--- src/rtl/enc_16x4_seq_pkg.sv ---
// Shared definitions for the sequential 16-to-4 encoder.
// Holds the vector/index widths, the FSM state type and a popcount helper
// sized so that a full 16-bit vector (count 16) still fits.
package enc_16x4_seq_pkg;

  localparam int N     = 16;     // request vector width
  localparam int W     = 4;      // encoded index width, log2(N)
  localparam int CNT_W = W + 1;  // popcount width, holds 0..N

  typedef enum logic {
    IDLE = 1'b0,
    EMIT = 1'b1
  } state_t;

  function automatic logic [CNT_W-1:0] popcount(input logic [N-1:0] v);
    logic [CNT_W-1:0] c;
    c = '0;
    for (int i = 0; i < N; i++) begin
      c = c + CNT_W'(v[i]);
    end
    return c;
  endfunction

endpackage

--- src/rtl/enc_16x4_seq_if.sv ---
// Handshake bundle for enc_16x4_seq.
// Input side : in_valid/in_ready with the d_in request vector.
// Output side: out_valid/out_ready with e_out, out_last, remain, plus the
//              zero_in pulse reporting an accepted all-zero vector.
// slave  : the encoder's view.
// master : the surrounding environment's view (producer and consumer).
interface enc_16x4_seq_if;
  import enc_16x4_seq_pkg::*;

  logic             in_valid;
  logic             in_ready;
  logic [N-1:0]     d_in;
  logic             out_valid;
  logic             out_ready;
  logic [W-1:0]     e_out;
  logic             out_last;
  logic [CNT_W-1:0] remain;
  logic             zero_in;

  modport slave (
    input  in_valid, d_in, out_ready,
    output in_ready, out_valid, e_out, out_last, remain, zero_in
  );

  modport master (
    output in_valid, d_in, out_ready,
    input  in_ready, out_valid, e_out, out_last, remain, zero_in
  );

endinterface

--- src/rtl/enc_16x4_seq_lsb_prio_enc.sv ---
// Combinational lowest-set-bit priority encoder.
// Ports:
//   vec  in  N  vector to encode
//   idx  out W  index of the lowest set bit (0 when vec is all zero)
//   any  out 1  at least one bit of vec is set
module lsb_prio_enc
  import enc_16x4_seq_pkg::*;
(
  input  logic [N-1:0] vec,
  output logic [W-1:0] idx,
  output logic         any
);

  // Scan from the top down so the lowest set bit is the last one written.
  always_comb begin
    idx = '0;
    for (int i = N - 1; i >= 0; i--) begin
      if (vec[i]) idx = W'(i);
    end
  end

  assign any = |vec;

endmodule

--- src/rtl/enc_16x4_seq.sv ---
// Sequential 16-to-4 encoder: accepts a multi-hot request vector and emits
// the index of every set bit, lowest first, one per output handshake.
// Ports:
//   clk  in  system clock, rising edge
//   rst  in  asynchronous active-high reset
//   bus  slave modport of enc_16x4_seq_if (input and output handshakes)
//
// state | meaning
// ------+--------------------------------------------------------------
// IDLE  | in_ready=1, waiting for a vector; all-zero vector pulses zero_in
// EMIT  | out_valid=1, presenting lowest pending index until drained
module enc_16x4_seq
  import enc_16x4_seq_pkg::*;
(
  input  logic          clk,
  input  logic          rst,
  enc_16x4_seq_if.slave bus
);

  state_t           state, state_n;
  logic [N-1:0]     pending, pending_n;
  logic [N-1:0]     pend_cand;
  logic [W-1:0]     enc_idx;
  logic             enc_any;
  logic [CNT_W-1:0] d_cnt;

  logic             in_ready_n, out_valid_n, out_last_n, zero_in_n;
  logic [W-1:0]     e_out_n;
  logic [CNT_W-1:0] remain_n;

  // The single encoder looks at what pending would become: the incoming
  // vector while idle, or pending minus the index being handed off in EMIT.
  assign pend_cand = (state == IDLE) ? bus.d_in
                                     : (pending & ~(N'(1) << bus.e_out));
  assign d_cnt     = popcount(bus.d_in);

  lsb_prio_enc u_enc (
    .vec (pend_cand),
    .idx (enc_idx),
    .any (enc_any)
  );

  always_ff @(posedge clk or posedge rst) begin
    if (rst) begin
      state         <= IDLE;
      pending       <= '0;
      bus.in_ready  <= 1'b1;
      bus.out_valid <= 1'b0;
      bus.e_out     <= '0;
      bus.out_last  <= 1'b0;
      bus.remain    <= '0;
      bus.zero_in   <= 1'b0;
    end else begin
      state         <= state_n;
      pending       <= pending_n;
      bus.in_ready  <= in_ready_n;
      bus.out_valid <= out_valid_n;
      bus.e_out     <= e_out_n;
      bus.out_last  <= out_last_n;
      bus.remain    <= remain_n;
      bus.zero_in   <= zero_in_n;
    end
  end

  always_comb begin
    state_n     = state;
    pending_n   = pending;
    in_ready_n  = bus.in_ready;
    out_valid_n = bus.out_valid;
    e_out_n     = bus.e_out;
    out_last_n  = bus.out_last;
    remain_n    = bus.remain;
    zero_in_n   = 1'b0;

    case (state)
      IDLE: begin
        if (bus.in_valid) begin
          if (!enc_any) begin
            zero_in_n = 1'b1;
          end else begin
            state_n     = EMIT;
            pending_n   = pend_cand;
            in_ready_n  = 1'b0;
            out_valid_n = 1'b1;
            e_out_n     = enc_idx;
            remain_n    = d_cnt;
            out_last_n  = (d_cnt == CNT_W'(1));
          end
        end
      end
      EMIT: begin
        if (bus.out_ready) begin
          pending_n = pend_cand;
          if (enc_any) begin
            e_out_n    = enc_idx;
            remain_n   = bus.remain - CNT_W'(1);
            out_last_n = (bus.remain == CNT_W'(2));
          end else begin
            // Last index taken; e_out keeps its final value.
            state_n     = IDLE;
            in_ready_n  = 1'b1;
            out_valid_n = 1'b0;
            out_last_n  = 1'b0;
            remain_n    = '0;
          end
        end
      end
      default: begin
        state_n = IDLE;
      end
    endcase
  end

endmodule
--- src/flat_wrapper.sv ---
// flat-port wrapper written by rule: the top's interface ports become plain ports
module enc_16x4_seq_flat import enc_16x4_seq_pkg::*;
  (clk, rst, bus_in_valid, bus_d_in, bus_out_ready, bus_in_ready, bus_out_valid, bus_e_out, bus_out_last, bus_remain, bus_zero_in);
  enc_16x4_seq_if bus_i ();
  input  logic clk;
  input  logic rst;
  input wire logic [$bits(bus_i.in_valid)-1:0] bus_in_valid;
  input wire logic [$bits(bus_i.d_in)-1:0] bus_d_in;
  input wire logic [$bits(bus_i.out_ready)-1:0] bus_out_ready;
  output wire logic [$bits(bus_i.in_ready)-1:0] bus_in_ready;
  output wire logic [$bits(bus_i.out_valid)-1:0] bus_out_valid;
  output wire logic [$bits(bus_i.e_out)-1:0] bus_e_out;
  output wire logic [$bits(bus_i.out_last)-1:0] bus_out_last;
  output wire logic [$bits(bus_i.remain)-1:0] bus_remain;
  output wire logic [$bits(bus_i.zero_in)-1:0] bus_zero_in;
  assign bus_i.in_valid = bus_in_valid;
  assign bus_i.d_in = bus_d_in;
  assign bus_i.out_ready = bus_out_ready;
  assign bus_in_ready = bus_i.in_ready;
  assign bus_out_valid = bus_i.out_valid;
  assign bus_e_out = bus_i.e_out;
  assign bus_out_last = bus_i.out_last;
  assign bus_remain = bus_i.remain;
  assign bus_zero_in = bus_i.zero_in;
  enc_16x4_seq u_core (.clk(clk), .rst(rst), .bus(bus_i));
endmodule
--- config.mk ---
export PLATFORM = sky130hd
export DESIGN_NAME = enc_16x4_seq_flat
export DESIGN_NICKNAME = d
export VERILOG_FILES = /design/src/rtl/enc_16x4_seq_pkg.sv /design/src/rtl/enc_16x4_seq_if.sv /design/src/rtl/enc_16x4_seq_lsb_prio_enc.sv /design/src/rtl/enc_16x4_seq.sv /design/src/flat_wrapper.sv
export SDC_FILE = /design/constraint.sdc
export NUM_CORES = 1
export LEC_CHECK = 0
export BUFFER_PORTS_ARGS = -buffer_cell sky130_fd_sc_hd__buf_2
export CAP_MARGIN = 20
export CORE_ASPECT_RATIO = 1.1
export CORE_MARGIN = 2
export CORE_UTILIZATION = 25
export DETAILED_ROUTE_END_ITERATION = 7
export PLACE_DENSITY = 0.49
export SETUP_SLACK_MARGIN = 0.1
export SLEW_MARGIN = 20
export SYNTH_ARGS = -nofsm -noshare
export SYNTH_HDL_FRONTEND = slang
export SYNTH_HIERARCHICAL = 1
export SYNTH_SLANG_ARGS = --single-unit
export TNS_END_PERCENT = 30
--- constraint.sdc ---
create_clock -name clk -period 3.4 [get_ports clk]
set_input_delay 0.34 -clock clk [delete_from_list [all_inputs] [get_ports clk]]
set_output_delay 0.34 -clock clk [all_outputs]
set_load 0.05 [all_outputs]
==> metrics.md, run 1 <==
| Metric | Value |
|---|---|
| Worst Hold Class | `in2async` |
| Synth cell count leaders | `34 x inv_1, 34 x o21ai_0, 31 x nand2_1, 29 x dfrtp_1, 16 x a22o_1` |
| Setup Crit Path Kind | `in2reg` |
| Total grt overflow | `0` |
| Clock sink count | `30` |
| CP Buf/Inv Count | `4` |
| Fin area | `2830 um^2` |
| N_diodes | `0` |
| Required time of the critical path | `3.61 ns` |
| # setup viols final | `4` |
| Vias/cell | `4.914` |
| Util after Layout | `31.73%` |
| CORE AREA | `8919 um^2` |
| Crit path DAT | `3.72 ns` |
| RePlAce Congestion | `0.8407` |
| Vias in the first global route | `2037` |
| Largest area contributor in the netlist | `dfrtp_1` |
| Synth top area share | `31.50%` |
| RSZ-0062 raised after global routing | `true` |
| TritonCTS Buffers | `5` |
| Routed len/inst | `14.93 um` |
| Max Transition Viols Final | `0` |
| Tot GR Track Use | `13.24%` |
| Syn_nets | `302` |
| Register area | `757.0 um^2` |
| Clk buf depth | `2` |
| Routed via count | `2069` |
| Run status | `finished, violations left` |
| Normalized max-slew margin | `61.17%` |
| Die Y | `104.7 um` |
| Ranking of synthesized cells by area | `dfrtp_1 32%, fa_1 8.7%, o21ai_0 7.4%, a22o_1 6.1%, inv_1 5.5%` |
| Total power | `3.131 mW` |
| Leak | `1.302 nW` |
| Critical path's largest stage delay | `0.58 ns` |
| Post-DP Area | `2636 um^2` |
| Initial Util | `25.83%` |
| Worst hold slack | `0.1267 ns` |
| DP Wirelength | `4776 um` |
| Worst skew pair latency | `0.28 ns` |
| Initial antenna violation count | `0` |
| Row count | `36` |
| Slew of the pin with the lowest slew margin | `0.5825 ns` |
| Final wirelength | `6286 um` |
| DR iter-0 viols | `96` |
| Multi-input gate area | `1389 um^2` |
| Initial DRT Pass Iterations | `4` |
| R2r worst-path depth | `11` |
| DRC | `0` |
| CTS tree | `done` |
| Min cycle time layout | `3.517 ns` |
| Endpoints failing hold | `0` |
| Synth Cell Area | `2303 um^2` |
| Yosys warns | `6` |
| Die Area | `9999 um^2` |
| Area growth, synth to finish | `22.87%` |
| Layout Nets | `343` |
| CP Cell Sequence | `buf_2, inv_1, fa_1, fa_1, fa_2, fa_1, inv_2, ha_4, inv_2, fa_2, xnor2_2, nor3_2, nand4_1, o21ai_1` |
| Die Width | `95.52 um` |
| Mapped Avg Cell Area | `8.692 um^2` |
| # Max-Cap Violations | `0` |
| Clock Skew | `0.004957 ns` |
| Number of synthesized register bits | `30` |
| Port Buffers | `32` |
| Period utilisation layout | `103.4%` |
| Critical-path top delay cell | `fa_1` |
| Fill count | `978` |
| Reg clk slew, reported paths | `0.07 ns` |
| Cells after Synth | `265` |
| Failing checks | `setup timing` |
| Post-synth EDFFs | `0` |
| Cts hold-fix bufs | `0` |
| Share of post-route cells with drive strength above 1 | `28.99%` |
| Part of the Yosys area used for sequential elements | `32.65%` |
| Max Fanout on Critical Path | `2` |
| Crit path top cell by count | `fa_1` |
| Crit path depth | `14` |
| PD cells | `1106 nW/um^2` |
| Synth Flop Type | `dfrtp_1` |
| Async set-reset flop share out of synthesis | `100.0%` |
| First-pass GRT wire length | `10380 um` |
| Crit-path leading delay family | `adder cells` |
| Setup crit start kind | `primary input` |
| Cell variety after synth | `43` |
| Final worst slack | `-0.1166 ns` |
| FMAX | `284.4 MHz` |
| Crit end category | `flop` |
| H-tree levels | `2` |
| Detail Route Antenna Nets | `0` |
| CTS root buffer | `clkbuf_8` |
| Largest net degree at the start of global routing | `31` |
| I/O Pins | `33` |
| VDD IR max | `259.5 uV` |
per-stage QoR:
| stage | cells | worst slack (ns) | setup TNS (ns) |
|---|---|---|---|
| floorplan | 265 | -0.08557 | -0.2377 |
| global placement | 410 | -0.3392 | -1.589 |
| detailed placement | 410 | -0.3801 | -1.738 |
| CTS | 418 | -0.06014 | -0.1614 |
| global route | 421 | -0.2122 | -0.6999 |
| finish | 421 | -0.1166 | -0.2511 |
cells in the final DEF, fill, tap and decap left out, types with 4 or more instances in the layout:
cell type  count
inv_2          7
buf_4         16
o31ai_1        7
buf_6          4
fa_1           8
o311ai_0       5
dfrtp_2        4
nor2_1        10
a22o_1        16
a21oi_1        9
buf_2         28
dfrtp_1       25
inv_1         26
clkbuf_8       6
nand2_1       31
o211ai_1       9
mux2_2         5
ha_1           6
o21ai_0       29
o21ai_1        5
sequential cells by signal, summed over array words and instances, names as in the netlist:
| name | flops |
|---|---|
| u_core/bus.out_last | 1 |
| u_core/bus.remain | 5 |
| u_core/state | 1 |
| u_core/bus.out_valid | 1 |
| u_core/bus.in_ready | 1 |
| u_core/bus.e_out | 4 |
| u_core/pending | 16 |
| u_core/bus.zero_in | 1 |
worst reg2reg max path: stages, from the launching register on:
cell and delay (ns):
dfrtp_2 0.49, or4_1 0.58, nand3_1 0.10, o21ai_0 0.19
nor2_1 0.21, nand3_1 0.12, or3_1 0.36, and3b_1 0.27
a21o_1 0.24, buf_4 0.22, nand2_1 0.08, a22o_1 0.12
report_power, final:
| group | switching (mW) | leakage, nW | internal [mW] |
|---|---|---|---|
| Clock | 0.136 | 0.0482 | 0.163 |
| Combinational | 1.25 | 0.878 | 0.862 |
| Sequential | 0.196 | 0.376 | 0.524 |
| Total | 1.58 | 1.30 | 1.55 |
path summary, 6_finish.rpt:
path                                      from             endpoint  slack (ns)
max                               bus_d_in[11]  u_core/bus.out_last       -0.12
min                                        rst   u_core/bus.zero_in        0.13
min in group clk                   bus_d_in[7]    u_core/pending[7]        0.27
max in group asynchronous                  rst  u_core/bus.in_ready        2.96
max reg2reg                u_core/bus.e_out[2]   u_core/pending[11]        0.35
min reg2reg                u_core/bus.in_ready  u_core/bus.in_ready        0.47
what timing repair did:
item                                    in CTS  in global routing
gates resized for setup                      4                 29
endpoints found under the setup margin       5                 22
pin swaps                                    3                 20
buffers inserted                             0                  3
gates cloned                                 0                  0
logic make-up (layout without fill, tap and decap cells):
group | count (synthesis) | count (layout) | share of synthesized area, %
adders and majority gates | 17 | 17 | 12.49
and+or+nand+nor | 67 | 67 | 14.45
xor gates and xnor gates | 2 | 2 | 0.7606
buffers and inverters | 49 | 91 | 9.180
muxes | 6 | 6 | 2.879
AOI/OAI and AO/OA | 94 | 94 | 27.59
DFF | 30 | 30 | 32.65
per-layer routing:
layer	vias up	wire length (um)	global-route usage [%]	part of all wire [%]
met1	1003	2998	18.44	48
li1	1022	-	-	-
met4	0	108	4.286	1.7
met2	37	2950	20.63	47
met5	-	0	0	0
met3	7	229	2.307	3.6
cell type report:
class                           instances  area share [%]
Sequential cell                        30           26.75
Tap cell                              114           5.040
Clock inverter                          1          0.1768
Clock buffer                            7           3.050
Timing Repair Buffer                   49           11.32
Multi-Input combinational cell        186           49.07
Inverter                               34           4.598
Note: power is estimated with default switching activity, not from simulation.
==> run 2: changes to the inputs <==
Settings changed: PLACE_DENSITY 0.49 to 0.44, SETUP_SLACK_MARGIN 0.1 to 0.15.
==> run 2 against run 1 <==
Critical path depth stayed put. Largest cell class unchanged. Clock-buffer cell count is 1 higher. Clock power is 2% higher. Critical endpoint unchanged. The run still ends with setup timing left. Cell count stayed put. Power is 0.14% higher.
==> metrics.md, run 2 (same netlist as run 1, synthesis figures left out) <==
| Metric | Value |
|---|---|
| Share of post-route cells with drive strength above 1 | `29.97%` |
| Largest regs | `u_core/pending (16), u_core/bus.remain (5), u_core/bus.e_out (4)` |
| Fill count | `952` |
| Initial antenna violation count | `0` |
| Vias in the first global route | `2052` |
| CTS tree | `done` |
| TritonCTS Buffers | `5` |
| Commonest cells after routing, fill and taps aside | `31 x nand2_1, 29 x o21ai_0, 27 x buf_2` |
| Tot GR Track Use | `13.96%` |
| DP Wirelength | `4917 um` |
| Crit end category | `flop` |
| Final wirelength | `6543 um` |
| H-tree levels | `2` |
| Max Fanout on Critical Path | `2` |
| Normalized max-slew margin | `63.13%` |
| Setup Crit Path Kind | `in2reg` |
| Clk buf depth | `2` |
| PD cells | `1103 nW/um^2` |
| Multi-input gate area | `1401 um^2` |
| Reg2reg start | `u_core/bus.e_out[2]` |
| Util after Layout | `31.89%` |
| Cts hold-fix bufs | `0` |
| # setup viols final | `3` |
| Die Y | `104.7 um` |
| Crit path DAT | `3.68 ns` |
| Worst hold slack | `0.1346 ns` |
| Required time of the critical path | `3.61 ns` |
| Area growth, synth to finish | `23.47%` |
| Slew of the pin with the lowest slew margin | `0.5473 ns` |
| R2R Setup Slk | `0.31 ns` |
| Period utilisation layout | `102.0%` |
| Initial DRT Pass Iterations | `4` |
| # Max-Cap Violations | `0` |
| Most flops, register | `u_core/pending` |
| Routed len/inst | `15.54 um` |
| I/O Pins | `33` |
| Max reg flops | `16` |
| Initial Util | `25.83%` |
| DR iter-0 viols | `88` |
| RSZ-0062 raised after global routing | `true` |
| RePlAce Congestion | `0.8272` |
| Min cycle time layout | `3.469 ns` |
| Final worst slack | `-0.06856 ns` |
| Critical Path Source | `bus_d_in[5]` |
| FMAX | `288.3 MHz` |
| Failing checks | `setup timing` |
| Post-DP Area | `2659 um^2` |
| VDD IR max | `253.4 uV` |
| CORE AREA | `8919 um^2` |
| Clock sink count | `30` |
| Die Area | `9999 um^2` |
| Vias/cell | `4.914` |
| Max Transition Viols Final | `0` |
| Total grt overflow | `0` |
| N_diodes | `0` |
| Reg2reg end | `u_core/pending[11]` |
| Clock Skew | `0.007275 ns` |
| Endpoints failing hold | `0` |
| Worst skew pair latency | `0.28 ns` |
| First-pass GRT wire length | `10820 um` |
| Detail Route Antenna Nets | `0` |
| Die Width | `95.52 um` |
| Layout Nets | `343` |
| Worst slack, placed | `-0.3905 ns` |
| DRC | `0` |
| Setup crit start kind | `primary input` |
| Largest net degree at the start of global routing | `31` |
| Register area | `757.0 um^2` |
| Leak | `1.295 nW` |
| Port Buffers | `32` |
| Worst Hold Class | `in2async` |
| Fin area | `2844 um^2` |
| CTS root buffer | `clkbuf_8` |
| R2r worst-path depth | `11` |
| Worst setup path end | `u_core/bus.out_last` |
| Run status | `finished, violations left` |
| Row count | `36` |
| Reg clk slew, reported paths | `0.07 ns` |
| TNS Setup | `-0.07391 ns` |
| Routed via count | `2069` |
| Most common cell after layout, fill and taps aside | `nand2_1` |
run 2: cell count changes in the layout (fill, tap and decap cells not counted), sizes merged:
cell and change:
clkbuf +1, clkinv -1
run 2: how the worst min path moves through the flow:
stage,cells past startpoint,end,slack [ns]
4_1_cts,3,u_core/bus.e_out[3],0.15
5_1_grt,3,u_core/bus.zero_in,0.21
2_1_floorplan,1,u_core/bus.e_out[0],0.43
6_report,3,u_core/pending[1],0.13
3_5_place_dp,3,u_core/bus.zero_in,0.46
3_3_place_gp,3,u_core/bus.zero_in,0.46
run 2: where the power goes:
group / total (mW) / switching (mW) / internal (mW)
clock: 0.307 / 0.142 / 0.165
combinational: 2.11 / 1.26 / 0.854
sequential: 0.715 / 0.191 / 0.524
total: 3.14 / 1.59 / 1.54
run 2: cell type report:
type | instances | area share [%]
multi-input combinational | 186 | 49.27
sequential | 30 | 26.62
timing repair buffer | 49 | 11.35
tap | 114 | 5.015
inverter | 34 | 4.575
clock buffer | 8 | 3.168
run 2: per-stage QoR:
step | std cells | power (mW)
2_1_floorplan | 265 | 2.214
3_3_place_gp | 413 | 2.739
3_5_place_dp | 413 | 2.729
4_1_cts | 421 | 3.059
5_1_grt | 421 | 3.435
6_report | 421 | 3.136
run 2: repair_timing:
| item | CTS | global route |
|---|---|---|
| setup endpoints to repair | 5 | 22 |
| gates resized for setup | 3 | 33 |
| buffers inserted | 0 | 0 |
| pin swaps | 3 | 20 |
run 2: routing by layer:
layer	part of all wire, %	routed length, um	global-route usage, %	vias to the layer above
met5	0	0	0	-
met4	1.3	84	3.980	0
met3	3.3	219	2.307	6
met2	46	3036	20.83	33
met1	49	3202	20.62	1007
li1	-	-	-	1023
run 2: critical path, cell delays in order:
cell     delay [ns]
buf_8          0.08
inv_4          0.03
fa_2           0.59
fa_2           0.46
fa_2           0.56
fa_1           0.43
inv_2          0.08
ha_4           0.13
inv_2          0.04
fa_2           0.37
xnor2_2        0.15
nor3_2         0.17
nand4_1        0.10
o21ai_1        0.14
==> run 3: changes to the inputs <==
Settings changed: RECOVER_POWER from default to 100.
==> run 3 against run 2 <==
The run ends with capacitance limit, slew limit, setup timing left. Clock power barely moved. Utilization decreased by 0.35 points. Via count hardly changed. Critical path depth unchanged. Register-to-register slack got worse by 0.17 ns. Die area stayed put. Sequential share of layout area is 0.25 points higher. Sequential cell count stayed put. Worst setup slack improved by 0.0051 ns. Cell count unchanged. Global-route usage stayed put. Critical endpoint unchanged.
==> metrics.md, run 3 (same netlist as run 1, synthesis figures left out) <==
| Metric | Value |
|---|---|
| Most flops, register | `u_core/pending` |
| Hold Startpoint | `bus_d_in[0]` |
| Sw Ratio | `51.37%` |
| Setup crit start kind | `primary input` |
| Cell Int Power | `1.507 mW` |
| Vias in the first global route | `2052` |
| Worst Hold Class | `in2reg` |
| Layout Nets | `343` |
| Die Width | `95.52 um` |
| Crit-path leading delay family | `adder cells` |
| First-pass GRT wire length | `10820 um` |
| TritonCTS Buffers | `5` |
| DR iter-0 viols | `97` |
| Max Fanout on Critical Path | `2` |
| # Max-Cap Violations | `1` |
| Cts hold-fix bufs | `0` |
| Final worst slack | `-0.06344 ns` |
| Crit path top cell by count | `fa_2` |
| Fill count | `953` |
| Clock Skew | `0.007363 ns` |
| CP Buf/Inv Count | `4` |
| Initial antenna violation count | `0` |
| Initial Util | `25.83%` |
| Port Buffers | `32` |
| N_diodes | `0` |
| Worst hold slack | `0.2850 ns` |
| Setup Crit Path Kind | `in2reg` |
| DP Wirelength | `4917 um` |
| Vias/cell | `4.910` |
| Share of post-route cells with drive strength above 1 | `24.43%` |
| Die Area | `9999 um^2` |
| Row count | `36` |
| Crit end category | `flop` |
| Combinational power share | `67.0%` |
| Normalized max-slew margin | `-18.11%` |
| Total grt overflow | `0` |
| Critical Path Source | `bus_d_in[5]` |
| Critical path's largest stage delay | `0.59 ns` |
| Critical-path top delay cell | `fa_2` |
| RePlAce Congestion | `0.8272` |
| Failing checks | `capacitance limit, slew limit, setup timing` |
| I/O Pins | `33` |
| Net Sw Power | `1.592 mW` |
| Crit path DAT | `3.67 ns` |
| Run status | `finished, violations left` |
| Reg2reg start | `u_core/bus.e_out[0]` |
| Die Y | `104.7 um` |
| CP Cell Sequence | `buf_8, inv_4, fa_2, fa_2, fa_2, fa_1, inv_2, ha_4, inv_2, fa_2, xnor2_2, nor3_2, nand4_1, o21ai_1` |
| Clock sink count | `30` |
| Routed via count | `2067` |
| Endpoints failing hold | `0` |
| Final wirelength | `6557 um` |
| Post-DP Area | `2659 um^2` |
| Max reg flops | `16` |
| RSZ-0062 raised after global routing | `true` |
| R2R Setup Slk | `0.14 ns` |
| Leak | `1.247 nW` |
| # setup viols final | `1` |
| DRC | `0` |
| Largest regs | `u_core/pending (16), u_core/bus.remain (5), u_core/bus.e_out (4)` |
| VDD IR max | `251.6 uV` |
| Commonest cells after routing, fill and taps aside | `31 x nand2_1, 29 x o21ai_0, 26 x dfrtp_1` |
| Slew of the pin with the lowest slew margin | `1.772 ns` |
| Required time of the critical path | `3.61 ns` |
| Multi-input gate area | `1395 um^2` |
| Clk buf depth | `2` |
| Detail Route Antenna Nets | `0` |
| Register area | `755.7 um^2` |
| Tot GR Track Use | `13.96%` |
| Area growth, synth to finish | `22.11%` |
| H-tree levels | `2` |
| CTS tree | `done` |
| Routed len/inst | `15.57 um` |
| CORE AREA | `8919 um^2` |
| Period utilisation layout | `101.9%` |
| Sequential group share of total power | `23.1%` |
| Fin area | `2813 um^2` |
| Most common cell after layout, fill and taps aside | `nand2_1` |
| Min cycle time layout | `3.463 ns` |
| Largest net degree at the start of global routing | `31` |
| Clock share of power | `9.9%` |
| PD cells | `1102 nW/um^2` |
| Worst skew pair latency | `0.28 ns` |
| Max Transition Viols Final | `31` |
| FMAX | `288.7 MHz` |
| Initial DRT Pass Iterations | `4` |
| CTS root buffer | `clkbuf_8` |
| Reg clk slew, reported paths | `0.06 ns` |
[run 3: changes by cell type in the layout (fill, tap and decap cells not counted), sizes merged]
| cell | previous run | this run |
|---|---|---|
| clkbuf | 8 | 23 |
| buf | 49 | 34 |
[run 3: what timing repair did]
action                                  4_1_cts  5_1_grt
pin swaps                                     3       20
endpoints found under the setup margin        5       22
buffers inserted                              0        0
resized for setup                             3       33
[run 3: stage by stage]
stage               setup WS (ns)  total power [mW]  TNS [ns]  instances  utilization, %
floorplan                -0.08557             2.214   -0.2377        265               -
global placement          -0.3368             2.739    -1.558        413           29.81
detailed placement        -0.3905             2.729    -1.665        413           29.81
CTS                      -0.05471             3.059   -0.1005        421           30.82
global route              -0.1876             3.395    -1.586        421           31.54
finish                   -0.06344             3.100  -0.06344        421           31.54
[run 3: layout make-up]
type / instances / share of cell area, %
repair buffers: 49 / 10.63
well taps: 114 / 5.071
inverters: 34 / 4.626
flip-flops and latches: 30 / 26.87
clock buffers: 8 / 3.203
multi-input cells: 186 / 49.60
[run 3: worst paths after layout]
| path | endpoint | cells after the start |
|---|---|---|
| max in group asynchronous | u_core/bus.e_out[2] | 3 |
| hold / removal | u_core/pending[0] | 2 |
| setup reg to reg | u_core/pending[11] | 11 |
| setup / recovery | u_core/bus.out_last | 14 |
| hold reg to reg | u_core/bus.in_ready | 2 |
| min in group asynchronous | u_core/pending[1] | 3 |
[run 3: per-layer routing]
layer / vias up / wire length, um / global-route usage, %
li1: 1024 / - / -
met1: 999 / 3152 / 20.62
met2: 38 / 3031 / 20.83
met3: 6 / 288 / 2.307
met4: 0 / 84 / 3.980
met5: - / 0 / 0
[run 3: worst reg2reg max path: cells and delay by family (launching register included)]
kind,cells,cell delay (ns)
and+or+nand+nor,6,1.46
buffers and inverters,1,0.23
AOI/OAI and AO/OA,4,0.89
DFF,1,0.62
[run 3: power by group through the flow]
| stage | logic [mW] | registers (mW) | clock network [mW] |
|---|---|---|---|
| finish | 2.08 | 0.715 | 0.307 |
| global route | 2.32 | 0.744 | 0.333 |
| CTS | 2.04 | 0.705 | 0.319 |
| detailed placement | 2.02 | 0.707 | 0 |
| global placement | 2.03 | 0.711 | 0 |
| floorplan | 1.36 | 0.854 | 0 |
